**src/rtl/uart_byte_transmitter.sv**
```systemverilog
// Purpose : serialises one byte per valid/ready handshake onto a UART TX line (8N1, LSB first).
// Latency : serial_out falls on the accepting edge; ready returns 10*CPB cycles after accept.
// Backpr. : data_in_ready is high only while idle; valid without ready is dropped, never queued.
//
// Ports:
//   clk            system clock, all state on the rising edge
//   reset_n        asynchronous active-low reset
//   data_in        byte to send, sampled only on the accepting edge
//   data_in_valid  producer offers data_in this cycle
//   data_in_ready  transmitter can accept a byte this cycle
//   serial_out     UART TX line, idle high, driven straight from a flop
`timescale 1ns/1ns
module uart_byte_transmitter #(
    parameter int CLOCK_FREQ = 33_000_000,
    parameter int BAUD_RATE  = 115_200
) (
    input  logic       clk,
    input  logic       reset_n,
    input  logic [7:0] data_in,
    input  logic       data_in_valid,
    output logic       data_in_ready,
    output logic       serial_out
);

    localparam int CPB = CLOCK_FREQ / BAUD_RATE;
    localparam int CW  = (CPB > 1) ? $clog2(CPB) : 1;

    generate
        if (CPB < 2) begin : g_bad_cpb
            $error("uart_byte_transmitter: CLOCK_FREQ/BAUD_RATE must be >= 2");
        end
    endgenerate

    localparam logic [CW-1:0] LAST_TICK = CW'(CPB - 1);

    localparam logic [1:0] ST_IDLE  = 2'd0;
    localparam logic [1:0] ST_START = 2'd1;
    localparam logic [1:0] ST_DATA  = 2'd2;
    localparam logic [1:0] ST_STOP  = 2'd3;

    logic [1:0]    r_state;
    logic [CW-1:0] r_clk_cnt;
    logic [2:0]    r_bit_cnt;
    logic [7:0]    r_shift;
    logic          r_ready;
    logic          r_serial;

    logic w_accept;
    logic w_bit_end;

    assign w_accept  = data_in_valid & r_ready;
    assign w_bit_end = (r_clk_cnt == LAST_TICK);

    // The line level for the next bit is loaded on the same edge the FSM
    // moves, so serial_out is a pure flop output with no decode behind it.
    always_ff @(posedge clk or negedge reset_n) begin
        if (!reset_n) begin
            r_state   <= ST_IDLE;
            r_clk_cnt <= '0;
            r_bit_cnt <= '0;
            r_shift   <= '0;
            r_ready   <= 1'b0;
            r_serial  <= 1'b1;
        end else begin
            case (r_state)
                ST_IDLE: begin
                    if (w_accept) begin
                        r_state   <= ST_START;
                        r_shift   <= data_in;
                        r_clk_cnt <= '0;
                        r_ready   <= 1'b0;
                        r_serial  <= 1'b0;
                    end else begin
                        r_ready   <= 1'b1;
                        r_serial  <= 1'b1;
                    end
                end
                ST_START: begin
                    if (w_bit_end) begin
                        r_state   <= ST_DATA;
                        r_clk_cnt <= '0;
                        r_bit_cnt <= '0;
                        r_serial  <= r_shift[0];
                    end else begin
                        r_clk_cnt <= r_clk_cnt + CW'(1);
                    end
                end
                ST_DATA: begin
                    if (w_bit_end) begin
                        r_clk_cnt <= '0;
                        r_shift   <= {1'b0, r_shift[7:1]};
                        if (r_bit_cnt == 3'd7) begin
                            r_state  <= ST_STOP;
                            r_serial <= 1'b1;
                        end else begin
                            r_bit_cnt <= r_bit_cnt + 3'd1;
                            // shift[1] becomes shift[0] on this same edge
                            r_serial  <= r_shift[1];
                        end
                    end else begin
                        r_clk_cnt <= r_clk_cnt + CW'(1);
                    end
                end
                ST_STOP: begin
                    if (w_bit_end) begin
                        r_state   <= ST_IDLE;
                        r_clk_cnt <= '0;
                        r_ready   <= 1'b1;
                        r_serial  <= 1'b1;
                    end else begin
                        r_clk_cnt <= r_clk_cnt + CW'(1);
                    end
                end
                default: begin
                    r_state  <= ST_IDLE;
                    r_ready  <= 1'b0;
                    r_serial <= 1'b1;
                end
            endcase
        end
    end

    assign data_in_ready = r_ready;
    assign serial_out    = r_serial;

endmodule

```
**config.mk**
```make
export PLATFORM = sky130hd
export DESIGN_NAME = uart_byte_transmitter
export DESIGN_NICKNAME = d
export VERILOG_FILES = /design/src/rtl/uart_byte_transmitter.sv
export SDC_FILE = /design/constraint.sdc
export NUM_CORES = 1
export LEC_CHECK = 0
export CAP_MARGIN = 20
export CELL_PAD_IN_SITES_DETAIL_PLACEMENT = 1
export CELL_PAD_IN_SITES_GLOBAL_PLACEMENT = 2
export CORE_ASPECT_RATIO = 0.8
export CORE_UTILIZATION = 38
export CTS_BUF_LIST = sky130_fd_sc_hd__clkbuf_8
export CTS_CLUSTER_DIAMETER = 50
export DETAILED_ROUTE_END_ITERATION = 10
export DONT_BUFFER_PORTS = 1
export GPL_TIMING_DRIVEN = 1
export HOLD_SLACK_MARGIN = 0.02
export PLACE_DENSITY = 0.8
export SYNTH_ARGS = -nofsm -noshare
export SYNTH_HDL_FRONTEND = slang
export SYNTH_SLANG_ARGS = --single-unit
export TNS_END_PERCENT = 30
```
**constraint.sdc**
```tcl
create_clock -name clk -period 1.6 [get_ports clk]
set_clock_uncertainty 0.05 [all_clocks]
set_input_delay 0.32 -clock clk [delete_from_list [all_inputs] [get_ports clk]]
set_output_delay 0.32 -clock clk [all_outputs]
set_load 0.02 [all_outputs]
```
==> flow_metrics.tcl <==
set metrics [dict create \
    status "finished, violations left" \
    violations "negative setup slack" \
    min_period_over_period_pct 104 \
    synth.distinct_cells 41 \
    num_vias 1185 \
    wl_mm 3.80 \
    die_area_mm2 0.00397 \
    async_flop_share_pct 100 \
    placementRows 19 \
    synth_warnings 0 \
    place_congestion 0.802 \
    hold_slack_ns 0.256 \
    yosys.area_share.adder_pct 7.08 \
    clkSinkCount 24 \
    core_mm2 0.00349 \
    diodes 0 \
    path_max_fanout 3 \
    grt_pass1_wl_mm 6.40 \
    cp.required_ns 1.70 \
    synth.area.mux_share_pct 1.06 \
    avgSynthCellArea_um2 10.5 \
    start_kind "flip-flop" \
    clockBufferDepth 2 \
    timing_worst_setup_path_type "flip-flop to flip-flop" \
    first_global_vias 1266 \
    vdd_drop_max_v 0.00121 \
    max-slew-margin-rel_pct 73.2 \
    tightest_slew_ns 0.401 \
    ys_ff_latch 24 \
    hold_class "input pin to flip-flop" \
    rsz0062_at_grt "yes" \
    hold_viol 0 \
    wl_per_cell_um 17.9 \
    route.detailed.drc 0 \
    io_pins 13 \
    place_inst 199 \
    yosysSeqAreaShare_pct 42.6 \
    post-place-ws_ns -0.168 \
    synthSimpleGateAreaFrac_pct 16.4 \
    syn-instance-count 135 \
    ant_nets 0 \
    crit_arrival_ns 1.77 \
    initial_core_util_pct 40.5 \
    power_w 0.00381 \
    drive_above_1_share_pct 42.9 \
    syn_to_final_growth_pct 35.9 \
    die_x_um 70.2 \
    fin_area_mm2 0.00192 \
    period_minus_slack_ns 1.66 \
    total_leakage_power_nw 0.845 \
    setup_violations 9 \
    antenna_found_initial 0 \
    synth_compound_area_share_pct 27.3 \
    die_h_um 56.6 \
    clock_latency_ns 0.27 \
    synth_nets 154 \
    fill_cells 362 \
    htree_levels 1 \
    p_per_area_mw_per_mm2 1980 \
    nets 190 \
    synth_top_area_share_pct 40.7 \
    slew_violations 0 \
    maxCapViolations 0 \
    synth_top_family_by_area "compound AO/OA/AOI/OAI gates" \
    grt-ovfl-total 0 \
    cts_root_buf "clkbuf_8" \
    synth_ff_type "dfrtp_1" \
    synth_edf_count 0 \
    grt_max_degree 25 \
    cts_buffers 3 \
    port_buffers 0 \
    synth_largest_area_cell "dfrtp_1" \
    cts_tree "yes" \
    placed_cell_area_mm2 0.00167 \
    max_freq_ghz 0.602 \
    drtPass1Iterations 4 \
    synth_xor_area_share_pct 0 \
    crit_path_end_kind "flip-flop" \
    post-route-worst-setup-slack_ns -0.0615 \
    grt.total_usage_pct 21.2 \
    clk_pin_slew_ns 0.09 \
    synth.cell_area_mm2 0.00141 \
    synth.top_cells.by_area "dfrtp_1 41%, ha_1 7.1%, o22a_1 5.0%" \
    drt_iter0_markers 45 \
    hpwl_mm 2.71 \
    stdcell_count 212 \
    vias_per_cell 5.59 \
]
[synth_stat cells (all sizes together), types with 2 or more instances]
library cell	count
a21oi	13
a22o	3
a31oi	6
and3	2
buf	4
clkbuf	2
dfrtp	23
ha	8
inv	6
nand2	12
nand2b	3
nand3	5
nand4	2
nor2	2
nor3	3
o211ai	2
o21a	7
o21ai	8
o22a	8
o22ai	2
[repair_timing]
| item | in CTS | in global routing |
|---|---|---|
| endpoints found under the setup margin | 19 | 19 |
| hold endpoints to repair | 24 | 0 |
| resized for setup | 26 | 7 |
| buffers inserted | 7 | 0 |
| pin swaps | 12 | 7 |
| hold buffers | 2 | 0 |
[sequential cells by signal, indices dropped and copies added (netlist names)]
signal         cells
data_in_ready      1
r_bit_cnt          3
r_clk_cnt          9
r_shift            8
r_state            2
serial_out         1
[critical path, stage by stage (launching register included)]
cell	delay, ns
dfrtp_1	0.39
inv_2	0.08
ha_4	0.12
and4bb_4	0.28
a21oi_4	0.08
nor3_4	0.23
mux2_4	0.31
[final cells by class]
class / instances / area (um^2) / share of cell area [%]
clock buffer: 3 / 41.3 / 2.15
tap: 42 / 52.6 / 2.73
timing repair buffer: 37 / 329 / 17.1
inverter: 6 / 22.5 / 1.17
sequential: 24 / 604 / 31.4
multi-input combinational: 99 / 868 / 45.2
clock inverter: 1 / 3.75 / 0.195
[stage by stage]
stage	TNS (ns)	util, %
detailed placement	-1.73	47.8
global route	-0.946	55.0
floorplan	-0.0197	-
finish	-0.200	55.0
CTS	-0.139	54.3
global placement	-0.780	47.8
[where the power goes]
part           switching [W]  internal (W)
registers           0.000242      0.000889
clock network       0.000194      0.000172
logic                0.00110       0.00121
total                0.00154       0.00228
[routing by layer]
layer  share of wire [%]  vias up  global-route usage [%]
met5                   0        -                       0
met4                 1.5        0                    5.71
met3                 2.5        6                    4.67
met2                  49       13                    35.4
met1                  47      592                    27.9
li1                    -      574                       -
[final timing paths]
check | from | end | slack [ns] | cells after the start
max | r_clk_cnt[1]$_DFFE_PN0P_ | r_state[1]$_DFFE_PN0P_ | -0.06 | 6
min | data_in[4] | r_shift[4]$_DFFE_PN0P_ | 0.26 | 2
max reg2reg | r_clk_cnt[1]$_DFFE_PN0P_ | r_state[1]$_DFFE_PN0P_ | -0.06 | 6
min reg2reg | r_shift[2]$_DFFE_PN0P_ | r_shift[2]$_DFFE_PN0P_ | 0.45 | 1
max in group asynchronous | reset_n | serial_out$_DFFE_PN1P_ | 0.84 | 2
min in group asynchronous | reset_n | r_clk_cnt[3]$_DFFE_PN0P_ | 0.42 | 2
[cells by family after synthesis]
group           count (synthesis)
simple gates                   37
fa+ha+maj                       8
compound gates                 53
mux                             1
buf+inv                        12
flops                          24
[placed cells by master (no fill, tap or decap), types with 4 or more instances in the layout]
cell type,n
nand3_1,5
a21oi_1,7
nand2_1,11
ha_4,4
buf_4,30
o22a_1,8
dfrtp_1,21
a21oi_2,4
o21a_1,7
inv_1,4
a31oi_1,5
o21ai_0,4
(Power assumes the default switching activity.)
